File: src/rtl/ramp_adc_pkg.sv
// Shared types and sizing helpers for the single-slope ramp ADC sequencer.
package ramp_adc_pkg;

    typedef enum logic [1:0] {
        IDLE   = 2'd0,
        SETTLE = 2'd1,
        SAMPLE = 2'd2,
        DONE   = 2'd3
    } state_t;

    // Settle counter width; never narrower than one bit so a single-cycle settle still has a counter.
    function automatic int settle_cnt_width(input int settle_cycles);
        return (settle_cycles > 1) ? $clog2(settle_cycles) : 1;
    endfunction

endpackage

File: src/rtl/ramp_adc_sequencer_comp_sync.sv
// Multi-flop synchronizer that brings the asynchronous comparator into the clk domain.
module comp_sync #(
    parameter int SYNC_STAGES = 2
) (
    input  logic clk,
    input  logic reset,
    input  logic async_in,
    output logic sync_out
);

    logic [SYNC_STAGES-1:0] sync_r;

    // Shift chain; stage 0 is the only flop allowed to go metastable.
    always_ff @(posedge clk) begin
        if (reset) begin
            sync_r <= '0;
        end else begin
            sync_r <= {sync_r[SYNC_STAGES-2:0], async_in};
        end
    end

    assign sync_out = sync_r[SYNC_STAGES-1];

endmodule

File: src/rtl/ramp_adc_sequencer.sv
// Single-slope ramp ADC controller: ramps dac_code, samples the synchronized comparator, hands off the result.
// Optional build macro RAMP_ADC_CONT_CONV_EN selects continuous conversion after each handshake.
module ramp_adc_sequencer
    import ramp_adc_pkg::*;
#(
    parameter int WIDTH         = 8,
    parameter int SETTLE_CYCLES = 16,
    parameter int SYNC_STAGES   = 2
) (
    input  logic             clk,
    input  logic             reset,
    input  logic             start,
    input  logic             comp_in,
    output logic [WIDTH-1:0] dac_code,
    output logic             busy,
    output logic [WIDTH-1:0] result,
    output logic             result_valid,
    input  logic             result_ready,
    output logic             overflow
);

    localparam int                 CNT_W      = settle_cnt_width(SETTLE_CYCLES);
    localparam logic [CNT_W-1:0]   CNT_LAST   = CNT_W'(SETTLE_CYCLES - 1);
    localparam logic [WIDTH-1:0]   FULL_SCALE = {WIDTH{1'b1}};

    state_t             state_r;
    state_t             state_nx;
    logic [WIDTH-1:0]   code_r;
    logic [WIDTH-1:0]   code_nx;
    logic [CNT_W-1:0]   cnt_r;
    logic [CNT_W-1:0]   cnt_nx;
    logic               busy_r;
    logic               valid_r;
    logic [WIDTH-1:0]   result_r;
    logic               overflow_r;
    logic               capture_s;
    logic               cap_ovf_s;
    logic               comp_s;

    comp_sync #(
        .SYNC_STAGES(SYNC_STAGES)
    ) u_comp_sync (
        .clk     (clk),
        .reset   (reset),
        .async_in(comp_in),
        .sync_out(comp_s)
    );

    // Next-state, next-code and capture strobe decode.
    always_comb begin
        state_nx  = state_r;
        code_nx   = code_r;
        cnt_nx    = cnt_r;
        capture_s = 1'b0;
        cap_ovf_s = 1'b0;
        case (state_r)
            IDLE: begin
                code_nx = '0;
                cnt_nx  = '0;
                if (start) begin
                    state_nx = SETTLE;
                end else begin
                    state_nx = IDLE;
                end
            end
            SETTLE: begin
                if (cnt_r == CNT_LAST) begin
                    state_nx = SAMPLE;
                end else begin
                    cnt_nx = cnt_r + CNT_W'(1);
                end
            end
            SAMPLE: begin
                if (comp_s) begin
                    capture_s = 1'b1;
                    state_nx  = DONE;
                end else if (code_r == FULL_SCALE) begin
                    // Never tripped: report full scale and flag it instead of wrapping.
                    capture_s = 1'b1;
                    cap_ovf_s = 1'b1;
                    state_nx  = DONE;
                end else begin
                    code_nx  = code_r + WIDTH'(1);
                    cnt_nx   = '0;
                    state_nx = SETTLE;
                end
            end
            DONE: begin
                if (valid_r && result_ready) begin
                    code_nx = '0;
                    cnt_nx  = '0;
`ifdef RAMP_ADC_CONT_CONV_EN
                    state_nx = SETTLE;
`else
                    state_nx = IDLE;
`endif
                end else begin
                    state_nx = DONE;
                end
            end
            default: begin
                state_nx = IDLE;
                code_nx  = '0;
                cnt_nx   = '0;
            end
        endcase
    end

    // Sequencer state plus registered status flags aligned with the state they describe.
    always_ff @(posedge clk) begin
        if (reset) begin
            state_r <= IDLE;
            code_r  <= '0;
            cnt_r   <= '0;
            busy_r  <= 1'b0;
            valid_r <= 1'b0;
        end else begin
            state_r <= state_nx;
            code_r  <= code_nx;
            cnt_r   <= cnt_nx;
            busy_r  <= (state_nx != IDLE);
            valid_r <= (state_nx == DONE);
        end
    end

    // Result register, loaded only by the SAMPLE capture strobe.
    always_ff @(posedge clk) begin
        if (reset) begin
            result_r   <= '0;
            overflow_r <= 1'b0;
        end else if (capture_s) begin
            result_r   <= cap_ovf_s ? FULL_SCALE : code_r;
            overflow_r <= cap_ovf_s;
        end
    end

    assign dac_code     = code_r;
    assign busy         = busy_r;
    assign result       = result_r;
    assign result_valid = valid_r;
    assign overflow     = overflow_r;

endmodule

File: config.mk
export PLATFORM = sky130hd
export DESIGN_NAME = ramp_adc_sequencer
export DESIGN_NICKNAME = d
export VERILOG_FILES = /design/src/rtl/ramp_adc_pkg.sv /design/src/rtl/ramp_adc_sequencer_comp_sync.sv /design/src/rtl/ramp_adc_sequencer.sv
export SDC_FILE = /design/constraint.sdc
export NUM_CORES = 1
export LEC_CHECK = 0
export ABC_CLOCK_PERIOD_IN_PS = 1900
export BUFFER_PORTS_ARGS = -buffer_cell sky130_fd_sc_hd__buf_2
export CAP_MARGIN = 5
export CELL_PAD_IN_SITES_DETAIL_PLACEMENT = 0
export CELL_PAD_IN_SITES_GLOBAL_PLACEMENT = 2
export CORE_MARGIN = 4
export CORE_UTILIZATION = 32
export DETAILED_ROUTE_END_ITERATION = 10
export HOLD_SLACK_MARGIN = 0.06
export PLACE_DENSITY = 0.83
export SLEW_MARGIN = 20
export SYNTH_ARGS = -nofsm -noshare
export SYNTH_HDL_FRONTEND = slang
export SYNTH_SLANG_ARGS = --single-unit
File: constraint.sdc
create_clock -name clk -period 1.9 [get_ports clk]
set_input_delay 0.285 -clock clk [delete_from_list [all_inputs] [get_ports clk]]
set_output_delay 0.285 -clock clk [all_outputs]
set_load 0.02 [all_outputs]
==> impl_metrics.yaml <==
place:
  portBuffers: 23
  placed_cells: 206
  routabilityCongestion: 0.7807
  place_ws_ns: 0.08604
  place_area_um2: 1428
  dp_hpwl_um: 2270
logic_synthesis:
  synth_commonest_cells: "dfxtp_1 (27), nor2_1 (11), a21oi_1 (10)"
  netlist_area_um2: 1249
  yosysTopAreaCell: "dfxtp_1"
  synthArstFlopShare_pct: 0
  synth_most_common_cell: "dfxtp_1"
  syn_inst: 135
  ys.flop_type: "dfxtp_1"
  synth_nets: 142
  synth_area_per_cell_um2: 9.250
  synth_cell_types: 44
  ys_ff_latch: 27
  synthTopCellsByArea: "dfxtp_1 (43%), o221a_2 (8.1%), a21oi_1 (4.0%)"
  synth_edf_count: 0
  yosysWarningCount: 0
  synth_top_area_share_pct: 43.29
  synth-seq-area-share_pct: 43.29
clocking:
  clock_latency_ns: 0.28
  tritoncts: "done"
  cts.sinks: 27
  clkSlewWorstSetupHoldPaths_ns: 0.10
  h-tree-depth: 1
  cts_buffer_depth: 2
  cts_made_buffers: 3
  cts_hold_buf: 0
  root_buffer: "clkbuf_8"
drt:
  drc: 0
  viasPerCell: 5.357
  wl_per_cell_um: 14.30
  vias: 1125
  drtPass1Iterations: 4
  routed_wl_um: 3004
  drt_iter0_markers: 58
  ant_nets: 0
floorplanning:
  die_w_um: 70.47
  core_area_um2: 3716
  dieArea_um2: 4965
  rows: 22
  start_util_pct: 33.60
  pin_count: 24
  die_h_um: 70.47
timing:
  finalCritPeriodShare_pct: 93.48
  tightest_slew_ns: 0.3612
  finalClockSkew_ns: 0.003597
  period_needed_ns: 1.776
  hold_viol: 0
  slew-limit-headroom_pct: 75.90
  holdWs_ns: 0.2079
  fin_ws_ns: 0.1238
  max_freq_mhz: 563.0
  maxSlewViolCount: 0
  setup_tns_ns: 0
  finalSetupViolations: 0
  rsz0062_at_grt: "false"
power:
  seqPwrFrac_pct: 60.3
  fin_total_pwr_uw: 961.7
  comb_power_share_pct: 4.5
  internal_power_uw: 739.5
  pwr-share-clk_pct: 35.2
  power.switching_uw: 222.2
  ir_worst_vdd_v: 0.0003101
  p_per_area_nw_per_um2: 647.0
  p_sw_share_pct: 23.11
  leakagePower_nw: 0.6207
layout:
  fin_area_um2: 1486
  ff_latch_area_um2: 541.8
  drive_gt1_share_pct: 32.10
  layout.cells.non_filler: 210
  diodes: 0
  nFillCells: 402
  area_delta_synth_final_pct: 19.04
  nets: 170
  multi_input_area_um2: 656.9
  fin_util_pct: 40.00
worst_setup_path:
  critPathKind: "reg -> reg"
  crit_path_max_incr_delay_ns: 0.39
  path_cells: "ha_1 -> and4_1 -> a211o_1 -> or4_1 -> a21oi_1"
  critPathLaunchType: "flop"
  crit_fanout: 6
  end_kind: "flop"
  cp_data_arrival_time_ns: 1.99
  cp.buffers_inverters: 0
  cp_top_family: "simple AND/OR/NAND/NOR gates"
  crit_required_ns: 2.11
  cpMaxStageDelayCell: "or4_1"
grt:
  grt_max_degree: 17
  grt_pass1_vias: 1037
  grt-ovfl-total: 0
  grt_first_pass_wirelength_um: 5050
  antenna_found_initial: 0
  grt_usage_pct: 12.50
hold_path:
  hp-class: "in -> reg"
status:
  status: "completed"
run:
  maxCapViolations: 0
-- cells in the final DEF, fill, tap and decap left out, types with 5 or more instances in the layout --
master,synthesis,layout
a21oi_1,10,10
buf_2,1,23
buf_4,1,7
dfxtp_1,27,26
nand2_1,5,5
nand3_1,8,8
nor2_1,11,10
nor3_1,5,5
o21ai_0,9,9
o221a_2,9,9
-- worst register-to-register path, delay by kind of cell (launching register included) --
family          cells  cell delay, ns
simple gates        2            0.65
fa+ha+maj           1            0.26
compound gates      2            0.43
flops               1            0.38
-- timing repair --
action                                  CTS  global route
resized for setup                         0             3
endpoints found under the setup margin    0            14
setup buffers                             0             0
-- metal layers --
metal | wire length [µm] | part of all wire (%) | vias to the layer above | track usage [%]
met5 | 0 | 0 | - | 0
met4 | 34 | 1.1 | 0 | 3.830
met3 | 223 | 7.4 | 4 | 3.022
met2 | 1298 | 43 | 39 | 18.50
met1 | 1448 | 48 | 507 | 17.74
li1 | - | - | 575 | -
-- worst paths after layout --
check                   startpoint                    end  slack, ns  cells after the start
max                    dac_code[1]            dac_code[5]       0.12                      5
min                        comp_in  u_comp_sync.sync_r[0]       0.21                      2
min reg2reg  u_comp_sync.sync_r[0]  u_comp_sync.sync_r[1]       0.46                      1
max reg2reg            dac_code[1]            dac_code[5]       0.12                      5
-- registers in the layout (all words and copies together) (netlist names) --
register	flops
result_valid	1
dac_code	8
busy	1
result	8
state_r	2
cnt_r	4
u_comp_sync.sync_r	2
overflow	1
-- power groups by stage --
stage / sequential, mW / combinational [mW] / clock, mW
global placement: 0.592 / 0.0435 / 0
finish: 0.580 / 0.0437 / 0.338
global route: 0.581 / 0.0489 / 0.374
floorplan: 0.591 / 0.0327 / 0
CTS: 0.580 / 0.0439 / 0.353
detailed placement: 0.592 / 0.0439 / 0
-- logic make-up (layout without fill, tap and decap cells) --
logic type | Yosys count | count (layout) | share of synthesized area [%]
buf+inv | 10 | 37 | 4.809
fa+ha+maj | 2 | 2 | 2.004
simple gates | 51 | 51 | 23.15
mux | 1 | 1 | 0.8016
compound gates | 44 | 44 | 25.95
flops | 27 | 27 | 43.29
-- area by class of cell --
cell class	count	share of cell area [%]
Multi-Input combinational cell	98	44.19
Sequential cell	27	36.45
Timing Repair Buffer	30	11.28
Tap cell	48	4.040
Clock buffer	3	2.778
Inverter	3	0.7576
Clock inverter	1	0.5050
Power figures use the tool's default switching activity.
